<file path="src/rtl/mem_bus_access_unit_if.sv">
// Data-bus handshake between the M-stage access unit and memory.
interface mem_bus_access_unit_if;
  logic        bus_req;
  logic [31:0] bus_addr;
  logic        bus_we;
  logic [3:0]  bus_byteen;
  logic [31:0] bus_wdata;
  logic        bus_gnt;
  logic        bus_rvalid;
  logic [31:0] bus_rdata;

  // Access unit side: issues requests, receives grant and read data.
  modport master (
    output bus_req, bus_addr, bus_we, bus_byteen, bus_wdata,
    input  bus_gnt, bus_rvalid, bus_rdata
  );

  // Memory side.
  modport slave (
    input  bus_req, bus_addr, bus_we, bus_byteen, bus_wdata,
    output bus_gnt, bus_rvalid, bus_rdata
  );
endinterface

</file>
<file path="src/rtl/mem_bus_access_unit.sv">
// M-stage memory access controller: runs one load/store per instruction on a
// req/gnt/rvalid bus, stalls the pipeline meanwhile, and returns extended
// load data to W. A watchdog aborts accesses that make no progress.
module mem_bus_access_unit #(
  parameter int unsigned TIMEOUT_CYC = 1023,
  parameter int unsigned CNT_W       = 10
) (
  input  logic                  clk,
  input  logic                  reset,
  input  logic                  m_valid,
  input  logic                  m_we,
  input  logic [3:0]            m_byteen,
  input  logic [31:0]           m_addr,
  input  logic [31:0]           m_wdata,
  input  logic [2:0]            m_ldop,
  output logic                  m_stall,
  output logic                  m_exc,
  mem_bus_access_unit_if.master bus,
  output logic                  w_valid,
  output logic [31:0]           w_rdata,
  output logic                  bus_err
);

  localparam logic [2:0] LD_LB  = 3'd1;
  localparam logic [2:0] LD_LBU = 3'd2;
  localparam logic [2:0] LD_LH  = 3'd3;
  localparam logic [2:0] LD_LHU = 3'd4;

  // Timeout fires on the cycle whose increment would reach TIMEOUT_CYC.
  localparam logic [CNT_W-1:0] CNT_LAST = CNT_W'(TIMEOUT_CYC - 1);

  typedef enum logic [1:0] {S_IDLE, S_REQ, S_WAIT, S_DONE} state_e;

  state_e           state_q;
  logic [CNT_W-1:0] cnt_q, cnt_d;
  logic [31:0]      addr_q, wdata_q, w_rdata_q;
  logic             we_q, bus_req_q, w_valid_q, bus_err_q;
  logic [3:0]       byteen_q;
  logic [2:0]       ldop_q;
  logic             is_half, is_word, accept, timeout;

  // Select and extend the addressed byte/half of the returned word.
  function automatic logic [31:0] extend_load(input logic [2:0]  op,
                                              input logic [1:0]  off,
                                              input logic [31:0] word);
    logic [7:0]  b;
    logic [15:0] h;
    case (off)
      2'd0:    b = word[7:0];
      2'd1:    b = word[15:8];
      2'd2:    b = word[23:16];
      default: b = word[31:24];
    endcase
    h = off[1] ? word[31:16] : word[15:0];
    case (op)
      LD_LB:   extend_load = {{24{b[7]}}, b};
      LD_LBU:  extend_load = {24'd0, b};
      LD_LH:   extend_load = {{16{h[15]}}, h};
      LD_LHU:  extend_load = {16'd0, h};
      default: extend_load = word;
    endcase
  endfunction

  // Decode, misalignment check, accept and stall from the live M-stage inputs.
  always_comb begin
    is_half = (m_ldop == LD_LH) | (m_ldop == LD_LHU);
    is_word = ~(is_half | (m_ldop == LD_LB) | (m_ldop == LD_LBU));
    m_exc   = m_valid & ~m_we &
              ((is_word & (m_addr[1:0] != 2'b00)) | (is_half & m_addr[0]));
    accept  = m_valid & ~m_exc & ~(m_we & (m_byteen == 4'b0000));
    m_stall = ((state_q == S_IDLE) & accept) | (state_q == S_REQ) |
              (state_q == S_WAIT);
    cnt_d   = cnt_q + CNT_W'(1);
    timeout = (cnt_q >= CNT_LAST);
  end

  // Access FSM with registered bus and writeback outputs; grant/rvalid beat timeout.
  always_ff @(posedge clk or posedge reset) begin
    if (reset) begin
      state_q   <= S_IDLE;
      cnt_q     <= '0;
      addr_q    <= '0;
      wdata_q   <= '0;
      we_q      <= 1'b0;
      byteen_q  <= '0;
      ldop_q    <= '0;
      bus_req_q <= 1'b0;
      w_valid_q <= 1'b0;
      w_rdata_q <= '0;
      bus_err_q <= 1'b0;
    end else begin
      w_valid_q <= 1'b0;
      bus_err_q <= 1'b0;
      case (state_q)
        S_IDLE: begin
          if (accept) begin
            addr_q    <= m_addr;
            wdata_q   <= m_wdata;
            we_q      <= m_we;
            byteen_q  <= m_byteen;
            ldop_q    <= m_ldop;
            cnt_q     <= '0;
            bus_req_q <= 1'b1;
            state_q   <= S_REQ;
          end
        end
        S_REQ: begin
          cnt_q <= cnt_d;
          if (bus.bus_gnt) begin
            bus_req_q <= 1'b0;
            if (we_q) begin
              w_valid_q <= 1'b1;
              state_q   <= S_DONE;
            end else begin
              state_q <= S_WAIT;
            end
          end else if (timeout) begin
            bus_req_q <= 1'b0;
            w_valid_q <= 1'b1;
            bus_err_q <= 1'b1;
            if (!we_q) w_rdata_q <= '0;
            state_q   <= S_DONE;
          end
        end
        S_WAIT: begin
          cnt_q <= cnt_d;
          if (bus.bus_rvalid) begin
            w_rdata_q <= extend_load(ldop_q, addr_q[1:0], bus.bus_rdata);
            w_valid_q <= 1'b1;
            state_q   <= S_DONE;
          end else if (timeout) begin
            w_rdata_q <= '0;
            w_valid_q <= 1'b1;
            bus_err_q <= 1'b1;
            state_q   <= S_DONE;
          end
        end
        S_DONE:  state_q <= S_IDLE;
        default: state_q <= S_IDLE;
      endcase
    end
  end

  assign bus.bus_req    = bus_req_q;
  assign bus.bus_addr   = {addr_q[31:2], 2'b00};
  assign bus.bus_we     = we_q;
  assign bus.bus_byteen = byteen_q;
  assign bus.bus_wdata  = wdata_q;
  assign w_valid        = w_valid_q;
  assign w_rdata        = w_rdata_q;
  assign bus_err        = bus_err_q;

endmodule

</file>
<file path="src/flat_wrapper.sv">
// flat-port wrapper written by rule: the top's interface ports become plain ports
module mem_bus_access_unit_flat 
#(
  parameter int unsigned TIMEOUT_CYC = 1023,
  parameter int unsigned CNT_W       = 10
)
  (clk, reset, m_valid, m_we, m_byteen, m_addr, m_wdata, m_ldop, m_stall, m_exc, w_valid, w_rdata, bus_err, bus_bus_req, bus_bus_addr, bus_bus_we, bus_bus_byteen, bus_bus_wdata, bus_bus_gnt, bus_bus_rvalid, bus_bus_rdata);
  mem_bus_access_unit_if bus_i ();
  input  logic clk;
  input  logic reset;
  input  logic m_valid;
  input  logic m_we;
  input  logic [3:0] m_byteen;
  input  logic [31:0] m_addr;
  input  logic [31:0] m_wdata;
  input  logic [2:0] m_ldop;
  output logic m_stall;
  output logic m_exc;
  output logic w_valid;
  output logic [31:0] w_rdata;
  output logic bus_err;
  output wire logic [$bits(bus_i.bus_req)-1:0] bus_bus_req;
  output wire logic [$bits(bus_i.bus_addr)-1:0] bus_bus_addr;
  output wire logic [$bits(bus_i.bus_we)-1:0] bus_bus_we;
  output wire logic [$bits(bus_i.bus_byteen)-1:0] bus_bus_byteen;
  output wire logic [$bits(bus_i.bus_wdata)-1:0] bus_bus_wdata;
  input wire logic [$bits(bus_i.bus_gnt)-1:0] bus_bus_gnt;
  input wire logic [$bits(bus_i.bus_rvalid)-1:0] bus_bus_rvalid;
  input wire logic [$bits(bus_i.bus_rdata)-1:0] bus_bus_rdata;
  assign bus_bus_req = bus_i.bus_req;
  assign bus_bus_addr = bus_i.bus_addr;
  assign bus_bus_we = bus_i.bus_we;
  assign bus_bus_byteen = bus_i.bus_byteen;
  assign bus_bus_wdata = bus_i.bus_wdata;
  assign bus_i.bus_gnt = bus_bus_gnt;
  assign bus_i.bus_rvalid = bus_bus_rvalid;
  assign bus_i.bus_rdata = bus_bus_rdata;
  mem_bus_access_unit #(.TIMEOUT_CYC(TIMEOUT_CYC), .CNT_W(CNT_W)) u_core (.clk(clk), .reset(reset), .m_valid(m_valid), .m_we(m_we), .m_byteen(m_byteen), .m_addr(m_addr), .m_wdata(m_wdata), .m_ldop(m_ldop), .m_stall(m_stall), .m_exc(m_exc), .bus(bus_i), .w_valid(w_valid), .w_rdata(w_rdata), .bus_err(bus_err));
endmodule
</file>
<file path="config.mk">
export PLATFORM = sky130hd
export DESIGN_NAME = mem_bus_access_unit_flat
export DESIGN_NICKNAME = d
export VERILOG_FILES = /design/src/rtl/mem_bus_access_unit_if.sv /design/src/rtl/mem_bus_access_unit.sv /design/src/flat_wrapper.sv
export SDC_FILE = /design/constraint.sdc
export NUM_CORES = 1
export LEC_CHECK = 0
export CORE_MARGIN = 2
export CORE_UTILIZATION = 50
export DETAILED_ROUTE_END_ITERATION = 7
export GPL_TIMING_DRIVEN = 0
export PLACE_DENSITY = 0.95
export SYNTH_ARGS = -nofsm -noshare
export SYNTH_HDL_FRONTEND = slang
export SYNTH_SLANG_ARGS = --single-unit
</file>
<file path="constraint.sdc">
create_clock -name clk -period 7.6 [get_ports clk]
set_input_delay 0.76 -clock clk [delete_from_list [all_inputs] [get_ports clk]]
set_output_delay 0.76 -clock clk [all_outputs]
set_load 0.005 [all_outputs]
</file>
Word level (Yosys, flattened, before mapping):

Index checks and enable logic that the tools add are counted.

* bits in read-only memories: 0
* memories kept: 0
* bits in latches: 0
* output and inout port bits: 106
* bits of input ports: 109
* bits in writable memories: 0
* logic and storage cells: 91
* bits in registers: 119

* $lt $le $gt $ge: 1
* add/sub/neg operators: 1
* shift-type cells: 0
* multiplexer cells: 29
* equal/unequal tests: 19
* bitwise logic cells: 18
* reduce and logical (&&, ||, !) cells: 12
* multiply operators: 0
* divide/modulo/power cells: 0

Operator list (number)
* 2-to-1 mux 32 bit: 5
* case mux 32 bit (4 select lines): 1
* case mux 32 bit (2 select lines): 1
* case mux 8 bit (3 select lines): 1
* case mux 10 bit (2 select lines): 1
* 2-to-1 mux 16 bit: 1
* == test 3 x 2 -> 1 bit, second input constant: 4
* adder 10 x 1 -> 10 bit, second input constant: 1
* greater-or-equal comparator 10 bit, second input constant: 1
* 2-to-1 mux 1 bit: 10
* 2-to-1 mux 10 bit: 1
* AND 1 bit: 8
* 2-to-1 mux 2 bit: 4
* case mux 2 bit (4 select lines): 1
* nonzero test 2 bit: 4
* == test 2 bit, second input constant: 3
* == test 3 x 1 -> 1 bit, second input constant: 2
* == test 3 bit, second input constant: 2
* inequality test 3 x 2 -> 1 bit, second input constant: 2
* bitwise OR 1 bit: 6
* case mux 1 bit (2 select lines): 3
* AND reduction 5 bit: 1
* == test 2 x 1 -> 1 bit, second input constant: 2
* zero test 2 bit: 2
* other kinds (7): 13

Longest topological paths before layout:

Gate-level depths: netlist of run 1.

* word-level depth: 14
* gate-level depth with buffers: 10
* gate-level depth less buffers: 7

Worst setup path before layout of run 1:

No wires, ideal clock.

* path type: input port to output port
* start point: input m_ldop[0]
* end point: output m_stall
* arrival time: 2.092 ns
* path buffers: 2
* slack: 4.748 ns
* data required time: 6.840 ns
* stages: 6
* cell sequence: o21ba_2 -> a2111oi_4 -> nor2b_1 -> buf_2 -> buf_2 -> or3_1

* word-level cells in the longest chain between the ends: 14
* elaborated cells between the ends (all ways): 18
* those cells by class: 4 x eq/ne; 14 x bitwise

RTL lines
* from (decl): RTL line flat_wrapper.sv:16 `input logic [2:0] m_ldop;`
* == test 3 x 2 -> 1 bit or == test 3 bit (tied branches): RTL line mem_bus_access_unit.sv:66 `is_half = (m_ldop == LD_LH) | (m_ldop == LD_LHU);`
* bitwise OR 1 bit: RTL line mem_bus_access_unit.sv:66
* bitwise OR 1 bit (2 in series): RTL line mem_bus_access_unit.sv:67 `is_word = ~(is_half | (m_ldop == LD_LB) | (m_ldop == LD_LBU));`
* NOT 1 bit: RTL line mem_bus_access_unit.sv:67
* AND 1 bit: RTL line mem_bus_access_unit.sv:69 `((is_word & (m_addr[1:0] != 2'b00)) | (is_half & m_addr[0]));`
* bitwise OR 1 bit (*): RTL line mem_bus_access_unit.sv:69
* AND 1 bit (*): RTL line mem_bus_access_unit.sv:68 `m_exc = m_valid & ~m_we &`
* via m_exc: RTL line flat_wrapper.sv:18 `output logic m_exc;`
* NOT 1 bit (*): RTL line mem_bus_access_unit.sv:70 `accept = m_valid & ~m_exc & ~(m_we & (m_byteen == 4'b0000));`
* AND 1 bit (*) (2 in series): RTL line mem_bus_access_unit.sv:70
* AND 1 bit (*): RTL line mem_bus_access_unit.sv:71 `m_stall = ((state_q == S_IDLE) & accept) | (state_q == S_REQ) |`
* bitwise OR 1 bit (*) (2 in series): RTL line mem_bus_access_unit.sv:71
* to (decl): RTL line flat_wrapper.sv:17 `output logic m_stall;`

The timed path passes the listed nets; every way through them passes the cells marked *.

Worst setup path after layout of run 1:

* start point: input m_ldop[0]
* end point: output m_stall

* word-level cells in the longest chain between the ends: 14
* elaborated cells between the ends (all ways): 18
* those cells by class: 4 x eq/ne; 14 x bitwise

RTL lines (RTL line)
* == test 3 x 2 -> 1 bit or == test 3 bit (tied branches): mem_bus_access_unit.sv:66
* bitwise OR 1 bit: mem_bus_access_unit.sv:66
* bitwise OR 1 bit (2 in series): mem_bus_access_unit.sv:67
* NOT 1 bit: mem_bus_access_unit.sv:67
* AND 1 bit: mem_bus_access_unit.sv:69
* bitwise OR 1 bit (*): mem_bus_access_unit.sv:69
* AND 1 bit (*): mem_bus_access_unit.sv:68
* NOT 1 bit (*): mem_bus_access_unit.sv:70
* AND 1 bit (*) (2 in series): mem_bus_access_unit.sv:70
* AND 1 bit (*): mem_bus_access_unit.sv:71
* bitwise OR 1 bit (*) (2 in series): mem_bus_access_unit.sv:71

Every way passes the cells marked *; elsewhere a longest branch is shown, timed or not.

==> summary by stage, run 1 <==
Worst setup path
The critical path is of the in -> out type. The kind of capture point of the worst setup path is an output pin. The setup check on the worst reg-to-reg path leaves a slack of between 4 and 5 ns. Measured in cells, the most critical reg-to-reg path has a length of 9. The worst register-to-register path ends at u_core.bus.bus_wdata[11]$_DFFE_PP0P_. The largest incremental delay on the critical path is about 0.49 ns.

The category of the worst setup path launch point is an input pin. The library cell contributing the largest single delay on the critical path is clkdlybuf4s50_1. At the worst endpoint, the arrival time is around 3.2 ns. Data on the critical path is required at its endpoint by ~6.8 ns.

The startpoint of the worst-slack reg-to-reg timing path is u_core.state_q[0]$_DFFE_PP0P_. The largest driver fanout on the critical path is 10. The critical path goes through clkdlybuf4s50_1 > o21ba_2 > a2111oi_4 > nor2b_1 > buf_2 > buf_2 > or3_1 > clkdlybuf4s50_1.

Job
The max-capacitance violation count is 0.

Pwr
The leakage power total is 3.82 nW. For this design the ratio of total power to cell area is 415 nW/µm². Across the VDD grid, the largest voltage drop is between 0.2 and 0.25 mV.

Synthesis
The cell area that synthesis handed to floorplanning was ~6200 µm². The post-synthesis sequential area ratio is 0.477. The library cell with the largest summed area after synthesis is dfrtp_1.

The share of synthesized area in the top cell type comes to 0.477. The dominant synthesized flop cell is dfrtp_1. After synthesis, the netlist uses 55 different library cells. Yosys attributes the largest share of cell area to dfrtp_1 (48%), mux2_2 (12%), buf_4 (3.9%), nand2_1 (3.7%), o31ai_2 (3.4%). The synthesized design contains 0 enable-type register cells. By count the netlist is led by dfrtp_1 (119), mux2_2 (66), nand2_1 (61).

Counting every instance in the synthesized netlist gives between 500 and 600. The mean post-synth cell area is 10.8 µm². The synthesis-stage register bit count is 119. The number of warnings issued by yosys is 0. The most common cell in the synthesized netlist is dfrtp_1. Counting flops with an async set or reset pin after synthesis yields a share of 1.00.

Clock tree
The CTS clock-pin slew for the worst setup and hold paths is ~0.050 ns. Buffers inserted to repair hold after CTS numbered 0. The number of clock buffers added by TritonCTS is 17. The maximum buffer depth of the clock tree is 2. The post-cts sizing count is 0. CTS built an H-tree with a depth of 4. Post-CTS timing repair inserted 0 buffers for setup. Clock tree synthesis selected as its root buffer the cell clkbuf_16. For the worst-skew pair, the clock arrives at the later sink with an insertion delay of 0.42 ns. The TritonCTS clock tree is yes. The clock drives about 120 sinks.

Cells and area
The count of cells in the finished layout, fillers not included, comes to roughly 990. The area added between synthesis and finish is 47.9%. Once layout is complete, the utilization of the core stands at 0.762. The net count of the finished layout is just over 900. The cell area after layout is a little over 9000 µm².

The number of antenna diodes in the final layout is 0. In the final layout, the share of cells above drive strength 1 is 0.208. After filler insertion, the fill cell instance count of the layout stands at about 790.

STA
The largest clock skew in the final design is about 0.0054 ns. The count of endpoints failing hold in the final timing report is 0. The transition time at the pin with the least slew margin is about 0.89 ns. Setup violations remaining at the end of the flow were counted as 0.

The worst hold slack is ~0.48 ns. The final count of pins violating max slew is 0. Based on the critical path, the design can be clocked at up to 0.250 GHz. Subtracting the final worst setup slack from the clock period gives between 4 and 5 ns.

The aggregate negative setup slack is 0 ns. The worst-case headroom to the max-slew limit is 0.407. Of the available clock period, the critical path in the final layout requires 0.527. Setup repair after global routing left no endpoint under its margin.

Floorplanning
The horizontal extent of the die is ~120 µm. Measured along the y axis, the die boundary spans between 100 and 150 µm. The initial utilization of the core area, before any placement, comes to 0.515. In this run the count of I/O pins placed on the die edge is 215. The region available for standard cell placement spans 12100 µm². The number of cell rows is 40. The die covers 13400 µm².

GRT
The largest net degree at the start of global routing is 72. The initial antenna violation count is 0. The overall routing resource usage is 0.288. The number of global-route vias before repair is between 5000 and 6000. The total overflow left after global routing is 0. The first global-routing pass estimated approximately 30 mm of wire.

Min path
The startpoint of the lowest-slack hold path is u_core.w_rdata[20]$_DFFE_PP0P_. The worst hold path stage count is 2. The worst hold path class is reg -> reg. The capture endpoint of the worst hold path is u_core.w_rdata[20]$_DFFE_PP0P_.

Routing
The average wire per cell in the routed design is approximately 19 µm. The number of remaining DRC errors is 0. The detailed router finished its first iteration with ~460 violations. The overall via count from detail_route is 5518. The number of vias per cell is between 5 and 6. The overall routed net length is between 15 and 20 mm. The post-route antenna net violation count is 0. For this run, the detailed router's first-pass iteration total came to 5.

Outcome
The run finished with clean final reports.

Placement
The congestion estimate from routability-driven global placement came to 0.905. The count of port buffers added during placement is 212. The placed standard-cell area is ~8600 µm². The number of placed instances with taps included is 960. The HPWL after detailed placement is 13.8 mm.
-- power by group --
group / leakage (nW) / switching (mW) / internal, mW
clock: 0.306 / 0.283 / 0.557
combinational: 2.04 / 0.824 / 1.04
sequential: 1.47 / 0.194 / 0.929
total: 3.82 / 1.30 / 2.53
-- layout by cell type, fill, tap and decap left out, types with 5 or more instances in the layout --
cell type	count
buf_4	32
o31ai_2	17
ha_1	6
a211o_1	5
dfrtp_1	119
o31ai_1	8
nand2b_1	6
nand3_1	7
o21ai_0	24
inv_1	9
clkbuf_8	5
mux2_2	66
buf_2	13
a21oi_1	22
o2111ai_1	7
clkdlybuf4s50_1	212
nor2_1	38
nand2_1	61
clkbuf_1	21
nor4b_1	7
clkbuf_16	17
nand4b_1	8
a22o_1	19
nor2b_1	19
maj3_1	9
-- how the worst max path moves through the flow --
| stage | end | slack, ns | depth (start not counted) | start |
|---|---|---|---|---|
| floorplan | u_core.addr_q[0]$_DFFE_PP0P_ | 3.68 | 1 | reset |
| global placement | u_core.addr_q[18]$_DFFE_PP0P_ | 2.17 | 2 | reset |
| detailed placement | m_stall | 3.59 | 8 | m_ldop[0] |
| CTS | m_stall | 3.59 | 8 | m_ldop[0] |
| global route | m_stall | 3.48 | 10 | u_core.state_q[0]$_DFFE_PP0P_ |
| finish | m_stall | 3.60 | 8 | m_ldop[0] |
-- cell type report --
class	instances	area (µm²)	area share
flip-flops and latches	119	2980	0.323
multi-input cells	380	2800	0.303
repair buffers	213	2150	0.233
clock buffers	24	502	0.0544
plain buffers	69	425	0.0461
well taps	168	210	0.0228
clock inverters	8	118	0.0128
inverters	11	43.8	0.00475
-- registers in the layout (all words and copies together), names as in the netlist --
signal,cells
u_core.state_q,2
u_core.w_rdata,32
u_core.bus.bus_wdata,32
u_core.bus.bus_byteen,4
u_core.bus.bus_req,1
u_core.ldop_q,3
u_core.bus.bus_we,1
u_core.w_valid,1
u_core.bus_err,1
u_core.cnt_q,10
u_core.addr_q,32
-- worst max-delay path: cells and delay by family --
kind	cells	cell delay (ns)
buf+inv	4	1.40
simple gates	2	0.41
compound gates	2	0.66
-- per-layer routing --
metal	wire length [µm]	track usage	part of all wire	vias up
met5	0	0	0	-
met4	343	0.116	0.018	0
met3	1740	0.0994	0.092	29
met2	9420	0.489	0.50	272
li1	-	-	-	2522
met1	7360	0.337	0.39	2695
-- metrics by stage --
| stage | total power, mW | worst slack, ns |
|---|---|---|
| 6_report | 3.83 | 3.60 |
| 5_1_grt | 4.05 | 3.48 |
| 4_1_cts | 3.84 | 3.59 |
| 3_5_place_dp | 2.97 | 3.59 |
| 3_3_place_gp | 2.87 | 2.17 |
| 2_1_floorplan | 2.11 | 3.68 |
-- cells by family (layout without fill, tap and decap cells) --
kind of cell,after synthesis,after routing,synth area share
and+or+nand+nor,163,163,0.130
AOI/OAI and AO/OA,128,128,0.162
DFF,119,119,0.477
buffers and inverters,80,325,0.0748
muxes,70,70,0.126
adders and majority gates,15,15,0.0265
xor gates and xnor gates,2,2,0.00281
other,1,2,0.000601
Note: power is estimated with default switching activity, not from simulation.
==> run 2, diff against run 1 <==
--- a/config.mk
+++ b/config.mk
@@ -6,10 +6,10 @@
 export NUM_CORES = 1
 export LEC_CHECK = 0
 export CORE_MARGIN = 2
-export CORE_UTILIZATION = 50
+export CORE_UTILIZATION = 46
 export DETAILED_ROUTE_END_ITERATION = 7
 export GPL_TIMING_DRIVEN = 0
-export PLACE_DENSITY = 0.95
+export PLACE_DENSITY = 0.92
 export SYNTH_ARGS = -nofsm -noshare
 export SYNTH_HDL_FRONTEND = slang
 export SYNTH_SLANG_ARGS = --single-unit
==> constraint.sdc (replaced) <==
create_clock -name clk -period 4 [get_ports clk]
set_input_delay 0.4 -clock clk [delete_from_list [all_inputs] [get_ports clk]]
set_output_delay 0.4 -clock clk [all_outputs]
set_load 0.005 [all_outputs]
==> summary by stage, run 2 (synthesis gave the netlist of run 1 again) <==
Outcome
Result of the run: finished, final reports clean (unchanged).

STA
Dividing the final minimum period by the clock period gives 0.866. The largest clock skew in the final design is 0.00539 ns (was 0.00538 ns). The transition time at the pin with the least slew margin is 0.703 ns (was 0.889 ns).

The count of final setup violators came to 0 (unchanged). The count of endpoints failing hold in the final timing report is 0 (unchanged). The final count of pins violating max slew came to 0 (unchanged). The worst-case headroom to the max-slew limit came to 0.531 (was 0.407). The worst hold slack came to 0.321 ns (was 0.480 ns). Unrepaired setup endpoints after global routing: no (unchanged). The worst path needs roughly 3.5 ns of the cycle, external delays included. The maximum clock rate is about 0.29 GHz.

Cells and area
Commonest cells after routing, fill and taps aside: clkdlybuf4s50_1 (212), dfrtp_1 (119), mux2_2 (66) (unchanged). The most common cell after layout, fill and taps aside is clkdlybuf4s50_1 (unchanged). The fraction of final layout cells sized beyond drive strength 1 came to 0.205 (was 0.208). The post-layout net count came to 926 (unchanged). The number of fillers in the final layout is 977 (was 794).

The register area is 2980 µm² (unchanged). The number of antenna diodes was 0 (unchanged). The total area of multi-input combinational cells is 2800 µm² (unchanged). The area added between synthesis and finish came to 47.5% (was 47.9%).

Pwr
The power density normalized to cell area was 778 nW/µm² (was 415 nW/µm²). The worst-case vdd ir drop is 0.434 mV (was 0.248 mV). The leakage power total is 3.80 nW (was 3.82 nW).

The overall power is 7.16 mW (was 3.83 mW).

GRT
The largest net degree at the start of global routing is 94 (was 72). The initial antenna violation count came to 0 (unchanged). The number of global-route vias before repair is 5453 (was 5796). The first-pass GRT wire length was 28.3 mm (was 29.5 mm). The residual overflow from global routing came to 0 (unchanged). The overall routing resource usage is 0.251 (was 0.288).

Worst setup path
The endpoint arrival time on the critical path is 3.07 ns (was 3.24 ns). The largest incremental delay on the critical path is 0.49 ns (about the same). The endpoint required time on the critical path is 3.60 ns (was 6.84 ns). The startpoint of the worst-slack reg-to-reg timing path is u_core.state_q[0]$_DFFE_PP0P_ (unchanged). The critical path class is reg -> out (was in -> out). The largest driver fanout on the critical path is 10 (unchanged).

The category of the worst setup path launch point is a register (was input pin). The depth of the most critical reg-to-reg path was 9 (unchanged). The worst path buffer plus inverter count is 5 (was 4).

The reg-to-reg setup timing slack was 1.47 ns (was 4.99 ns). The family with the most delay on the worst path is buffers and inverters (unchanged). The worst reg2reg path endpoint was u_core.bus.bus_wdata[13]$_DFFE_PP0P_ (was u_core.bus.bus_wdata[11]$_DFFE_PP0P_). Cell-by-cell listing of the critical path: inv_1 > ha_1 > clkbuf_1 > nand2_1 > a31oi_1 > nor2b_1 > buf_2 > buf_2 > or3_1 > clkdlybuf4s50_1 (was clkdlybuf4s50_1 > o21ba_2 > a2111oi_4 > nor2b_1 > buf_2 > buf_2 > or3_1 > clkdlybuf4s50_1). The most numerous cell type found on the critical path is buf_2. The kind of capture point of the worst setup path is an output pin (unchanged).

The library cell contributing the largest single delay on the critical path is clkdlybuf4s50_1 (unchanged).

Floorplanning
The total die area is 14500 µm² (was 13400 µm²). The overall die height is 120 µm (was 116 µm). The number of cell rows is 42 (was 40).

The horizontal extent of the die is 120 µm (was 116 µm). The starting density of the core is 0.471 (was 0.515). The count of boundary I/O pins is 215 (unchanged).

The core box area is 13200 µm² (was 12100 µm²).

Clock tree
The clock sink count was 119 (unchanged). The maximum buffer depth of the clock tree is 2 (unchanged). The CTS H-tree depth is 4 (unchanged). The CTS clock-pin slew for the worst setup and hold paths was 0.05 ns (about the same). The TritonCTS clock tree is yes (unchanged). The post-CTS setup buffer count is 0 (unchanged). The total CTS buffers was 17 (unchanged). The clock root buffer master is clkbuf_16 (unchanged). The number of buffers inserted for hold repair after clock tree synthesis came to 0 (unchanged). The clock network latency to the later pin of the worst-skew pair is 0.41 ns (was 0.42 ns). The post-cts sizing count is 0 (unchanged).

Routing
The post-route antenna net violation count came to 0 (unchanged). The initial DRC count is 431 (was 462). The number of remaining DRC errors is 0 (unchanged). The number of search-and-repair iterations in the first detailed-routing pass is 5 (unchanged). The overall via count from detail_route is 5450 (was 5518). The average wire per cell in the routed design came to 17.8 µm (was 19.0 µm). The number of vias per cell was 5.45 (was 5.56). The overall routed net length is 17.8 mm (was 18.9 mm).

Placement
The half-perimeter wire length after detailed placement came to 13.2 mm (was 13.8 mm). The weighted congestion reported at the end of routability-driven placement was 0.881 (was 0.905). The count of port buffers added during placement is 212 (unchanged).

Job
The max-capacitance violation count came to 0 (unchanged).

Min path
The worst hold path class is in -> async (was reg -> reg).
## run 2: final cells by class
type,count,area share
clock inverter,10,0.0139
buffer,69,0.0462
tap,176,0.0239
multi-input combinational,380,0.304
timing repair buffer,213,0.234
clock buffer,22,0.0494
inverter,11,0.00503
sequential,119,0.324
## run 2: worst max path at each step
stage                                   from                             to  slack, ns  cells after the start
2_1_floorplan                          reset   u_core.addr_q[0]$_DFFE_PP0P_       0.44                      1
3_3_place_gp                           reset  u_core.w_rdata[2]$_DFFE_PP0P_      -1.28                      2
3_5_place_dp                       m_ldop[0]                        m_stall       0.75                      8
4_1_cts        u_core.state_q[0]$_DFFE_PP0P_                        m_stall       0.52                     10
5_1_grt        u_core.state_q[0]$_DFFE_PP0P_                        m_stall       0.30                     10
6_report       u_core.state_q[0]$_DFFE_PP0P_                        m_stall       0.53                     10
## run 2: stage by stage
stage	area [µm²]	setup WS, ns	utilization	std cells	TNS [ns]
2_1_floorplan	6240	0.443	-	579	0
6_report	9200	0.535	0.695	1000	0
4_1_cts	9200	0.524	0.695	1000	0
5_1_grt	9200	0.303	0.695	1000	0
3_3_place_gp	8580	-1.28	0.648	967	-151.83
3_5_place_dp	8620	0.751	0.651	968	0
## run 2: power by group
group	total [mW]	internal, mW	switching [mW]	leakage, nW
Sequential	2.12	1.77	0.357	1.47
Clock	1.51	0.988	0.521	0.287
Combinational	3.52	1.98	1.55	2.04
## run 2: layer usage
metal  up-vias  GRT usage  wire length, µm  part of all wire
li1       2524          -                -                 -
met1      2583      0.312             7040              0.40
met2       300      0.403             8490              0.48
met3        43     0.0774             1670             0.094
met4         0      0.116              587             0.033
met5         -          0                0                 0
==> variant 1, RTL diff (flow settings as in run 2) <==
`CNT_W` is set to 10 in 2 places; all go to 9.
--- a/src/rtl/mem_bus_access_unit.sv
+++ b/src/rtl/mem_bus_access_unit.sv
@@ -3,7 +3,7 @@
 // load data to W. A watchdog aborts accesses that make no progress.
 module mem_bus_access_unit #(
   parameter int unsigned TIMEOUT_CYC = 1023,
-  parameter int unsigned CNT_W       = 10
+  parameter int unsigned CNT_W       = 9
 ) (
   input  logic                  clk,
   input  logic                  reset,
--- a/src/flat_wrapper.sv
+++ b/src/flat_wrapper.sv
@@ -2,7 +2,7 @@
 module mem_bus_access_unit_flat 
 #(
   parameter int unsigned TIMEOUT_CYC = 1023,
-  parameter int unsigned CNT_W       = 10
+  parameter int unsigned CNT_W       = 9
 )
   (clk, reset, m_valid, m_we, m_byteen, m_addr, m_wdata, m_ldop, m_stall, m_exc, w_valid, w_rdata, bus_err, bus_bus_req, bus_bus_addr, bus_bus_we, bus_bus_byteen, bus_bus_wdata, bus_bus_gnt, bus_bus_rvalid, bus_bus_rdata);
   mem_bus_access_unit_if bus_i ();
Behaviour: no difference found for any inputs over 4 cycles, from zero or initial values and one cycle with reset high; that may be too few to reach the edited logic, so the function may still have changed.
==> variant 1 against run 2 <==
Worst setup slack better by 410 ps; count of clock-buffer cells in the layout stayed put; cell area is 2.2% lower; utilization is 1.3 points higher; die area is 2.7% lower; area after synthesis is 2.8% lower; final cell count is 1.1% lower; routed wire length is 2.7% higher; register-to-register slack better by 150 ps; power is 1.5% higher; sequential cell count is 1 lower; critical endpoint unchanged; highest routed layer unchanged.
==> variant 1: results (changes against run 2) <==
Initial DRC Count=607 (+41%); Via density=5.530 (+1.5%); final layout net count=919 (-0.76%); global-route wire length before repair=29460 um (+4.1%); Place WS=914.1 ps (+163.3 ps); area post-placement=8438 um2 (-2.1%); Total GRT Usage=26.64% (+1.5 points); Synth area leaders=dfrtp_1 (49%), mux2_2 (13%), buf_4 (4.1%), a21oi_1 (3.4%), nand2_1 (3.2%); vias in the first global route=5682 (+4.2%); Leak=3.849 nW (+1.3%); largest net degree at the start of global routing=99 (+5.3%); DR pass1 iterations=6 (+1); Critical Path AT=2650 ps (-420 ps); clock skew=7.807 ps (+2.416 ps); Netlist cell types=58 (+5.5%); routability cong.=0.9476 (+7.6%); Hold Slack=294.2 ps (-26.50 ps); most frequent cells after synthesis=dfrtp_1 (118), mux2_2 (71), nand2_1 (52); DP HPWL=13360 um (+1.4%); flop2flop setup slack=1620 ps (+150 ps); crit-path leading delay family=buffers and inverters; Worst-Margin Slew=874.9 ps (+171.8 ps); outcome=finished, final reports clean; clock network latency to the later pin of the worst-skew pair=410 ps (about the same); htree depth=4 (unchanged); post-synthesis sequential area ratio=48.69% (+0.96 points); initial antenna violation count=0 (unchanged); reg2reg end=u_core.w_rdata[0]; CP max-delay cell=or4b_1; Worst path max stage delay=560 ps (+70 ps); final WL=18270 um (+2.7%); maximum vdd drop=0.4012 mV (-7.4%)
[variant 1: logic make-up after synthesis]
logic type	count (synthesis)	share of synthesized area, %
XOR/XNOR	3	0.4333
multiplexers	81	15.04
AO/OA/AOI/OAI	141	15.54
AND/OR/NAND/NOR	143	11.24
flip-flops	118	48.69
other	1	0.06183
buffers and inverters	77	7.592
adder cells (fa/ha/maj)	7	1.403
[variant 1: through the flow]
| stage | util (%) | TNS (ps) | std cells |
|---|---|---|---|
| floorplan | - | 0 | 572 |
| global placement | 66.07 | -147560 | 956 |
| detailed placement | 66.33 | 0 | 957 |
| CTS | 70.74 | 0 | 989 |
| global route | 70.74 | 0 | 989 |
| finish | 70.74 | 0 | 989 |
[variant 1: area by class of cell]
type / count / area (um2)
sequential: 118 / 2953
multi-input combinational: 377 / 2655
fill: 916 / 3722
clock inverter: 10 / 97.59
timing repair buffer: 213 / 2150
inverter: 10 / 42.54
buffer: 67 / 422.9
clock buffer: 22 / 464.2
tap: 172 / 215.2
[variant 1: report_power, final]
part	switching, mW	internal (mW)
Sequential	0.344	1.76
Combinational	1.64	2.08
Clock	0.556	0.889
Total	2.53	4.73
[variant 1: how the worst max path moves through the flow]
stage,startpoint,to,slack [ps],cells past startpoint
after floorplan,reset,u_core.addr_q[0],470,1
after global placement,reset,u_core.addr_q[15],-1260,2
after detailed placement,m_byteen[1],m_stall,910,8
after CTS,m_byteen[1],m_stall,920,8
after global routing,m_byteen[1],m_stall,830,8
final,m_byteen[1],m_stall,950,8
[variant 1: per-layer routing]
metal	vias to the layer above	global-route usage (%)	routed length (um)
met2	299	44.76	9087
met1	2631	31.22	6967
met4	0	11.98	578
met5	-	0	0
met3	46	8.381	1640
li1	2493	-	-
==> variant 2, RTL diff (config.mk and constraints of run 2) <==
Made on the original files. The 4 states of `state_e` get a one-hot encoding in 4 bits.
--- a/src/rtl/mem_bus_access_unit.sv
+++ b/src/rtl/mem_bus_access_unit.sv
@@ -29,7 +29,7 @@
   // Timeout fires on the cycle whose increment would reach TIMEOUT_CYC.
   localparam logic [CNT_W-1:0] CNT_LAST = CNT_W'(TIMEOUT_CYC - 1);
 
-  typedef enum logic [1:0] {S_IDLE, S_REQ, S_WAIT, S_DONE} state_e;
+  typedef enum logic [3:0] {S_IDLE = 4'b0001, S_REQ = 4'b0010, S_WAIT = 4'b0100, S_DONE = 4'b1000} state_e;
 
   state_e           state_q;
   logic [CNT_W-1:0] cnt_q, cnt_d;
Formal check against the unedited RTL: same outputs for any inputs over 4 cycles, from zero or initial values and one cycle with reset high; so few cycles prove little.
==> variant 2 against run 2 <==
Routed wire length grew 5.0%; largest power group unchanged; power shrank 2.9%; worst setup slack gained 130 ps; area after synthesis shrank 0.90%; cell area shrank 0.14%; critical path type unchanged; sequential cell count grew 2; non-clock buffer count shrank 2; hold slack gained 63 ps.
==> variant 2: results (changes against run 2) <==
Critical Path AT=2930 ps (-140 ps); fill cell count=905 (-7.4%); final critical-path required period=3331 ps (-133.6 ps); largest net degree at the start of global routing=79 (-16%); Hold Slack=383.7 ps (+63.03 ps); power in sequential cells=2.04 mW (-4%); area post-placement=8561 um2 (-0.65%); Synth area leaders=dfrtp_1 (49%), mux2_2 (8.6%), mux2_4 (6.3%), o2bb2ai_1 (4.3%), buf_4 (4.0%); Synth Area in XOR/XNOR=1.133% (+0.85 points); average cell area after synthesis=11.73 um2 (+8.7%); Crit Reg-Reg Startpoint=u_core.cnt_q[0]; maximum vdd drop=0.4730 mV (+9.1%); met2 WL post-DR=9570 um (+13%); routability cong.=0.8989 (+2.1%); via count=5364 (-1.6%); Placed Cells=917 (-5.3%); layout cells sized above 1=21.24% (+0.73 points); Place WS=684.0 ps (-66.74 ps); clock skew=17.61 ps (+12.22 ps); Min-Delay Path Class=in2async; Total GRT Usage=26.41% (+1.3 points); GR Util met3=9.791% (+2.1 points); Worst R2R Path Depth=8 (-1); post-synthesis sequential area ratio=49.00% (+1.3 points); YS warnings=0 (unchanged); routing usage on met1=29.91% (-1.3 points); Comb. pwr=3.29 mW (-6.5%); outcome=finished, final reports clean; global-route wire length before repair=29750 um (+5.1%); met3 routed WL=1636 um (-2.1%); wire per inst=19.70 um (+11%); final layout net count=871 (-5.9%); initial antenna violation count=0 (unchanged); Layout Cells excl Fill=948 (-5.2%); most frequent cells after synthesis=dfrtp_1 (120), mux2_2 (47), buf_4 (33), nand2_1 (33), o2bb2ai_1 (30); Leak=3.881 nW (+2.2%); DP HPWL=13470 um (+2.3%); met2 Usage GRT=45.38% (+5.1 points); reg2reg end=u_core.w_rdata[6]; Netlist cell types=59 (+7.3%); DR pass1 iterations=7 (+2); Synth Area in Compound Gates=14.67% (-1.5 points); flop2flop setup slack=1450 ps (-20 ps)
[variant 2: cell types whose count changed after synthesis, moves of 11 or more]
cell       change
a22o_1        -18
mux2_2        -19
mux2_4        +26
mux2i_1       +19
nand2_1       -28
nand4_1       +11
nor2_1        -15
nor2b_1       -16
o2bb2ai_1     +29
o31ai_2       -17
[variant 2: cell type report]
| cell class | instances | share of cell area [%] |
|---|---|---|
| Sequential cell | 121 | 32.97 |
| Tap cell | 176 | 2.397 |
| Timing Repair Buffer | 213 | 23.40 |
| Multi-Input combinational cell | 337 | 29.72 |
| Buffer | 67 | 4.522 |
| Inverter | 3 | 0.1771 |
| Clock inverter | 6 | 1.199 |
| Clock buffer | 25 | 5.612 |
[variant 2: worst max-delay path, stage by stage (launching register included)]
cell,delay [ps]
dfstp_2,540
nor4b_1,430
o211a_1,240
o31a_1,130
clkbuf_2,170
buf_6,180
buf_6,180
nand2b_1,120
clkdlybuf4s50_1,520
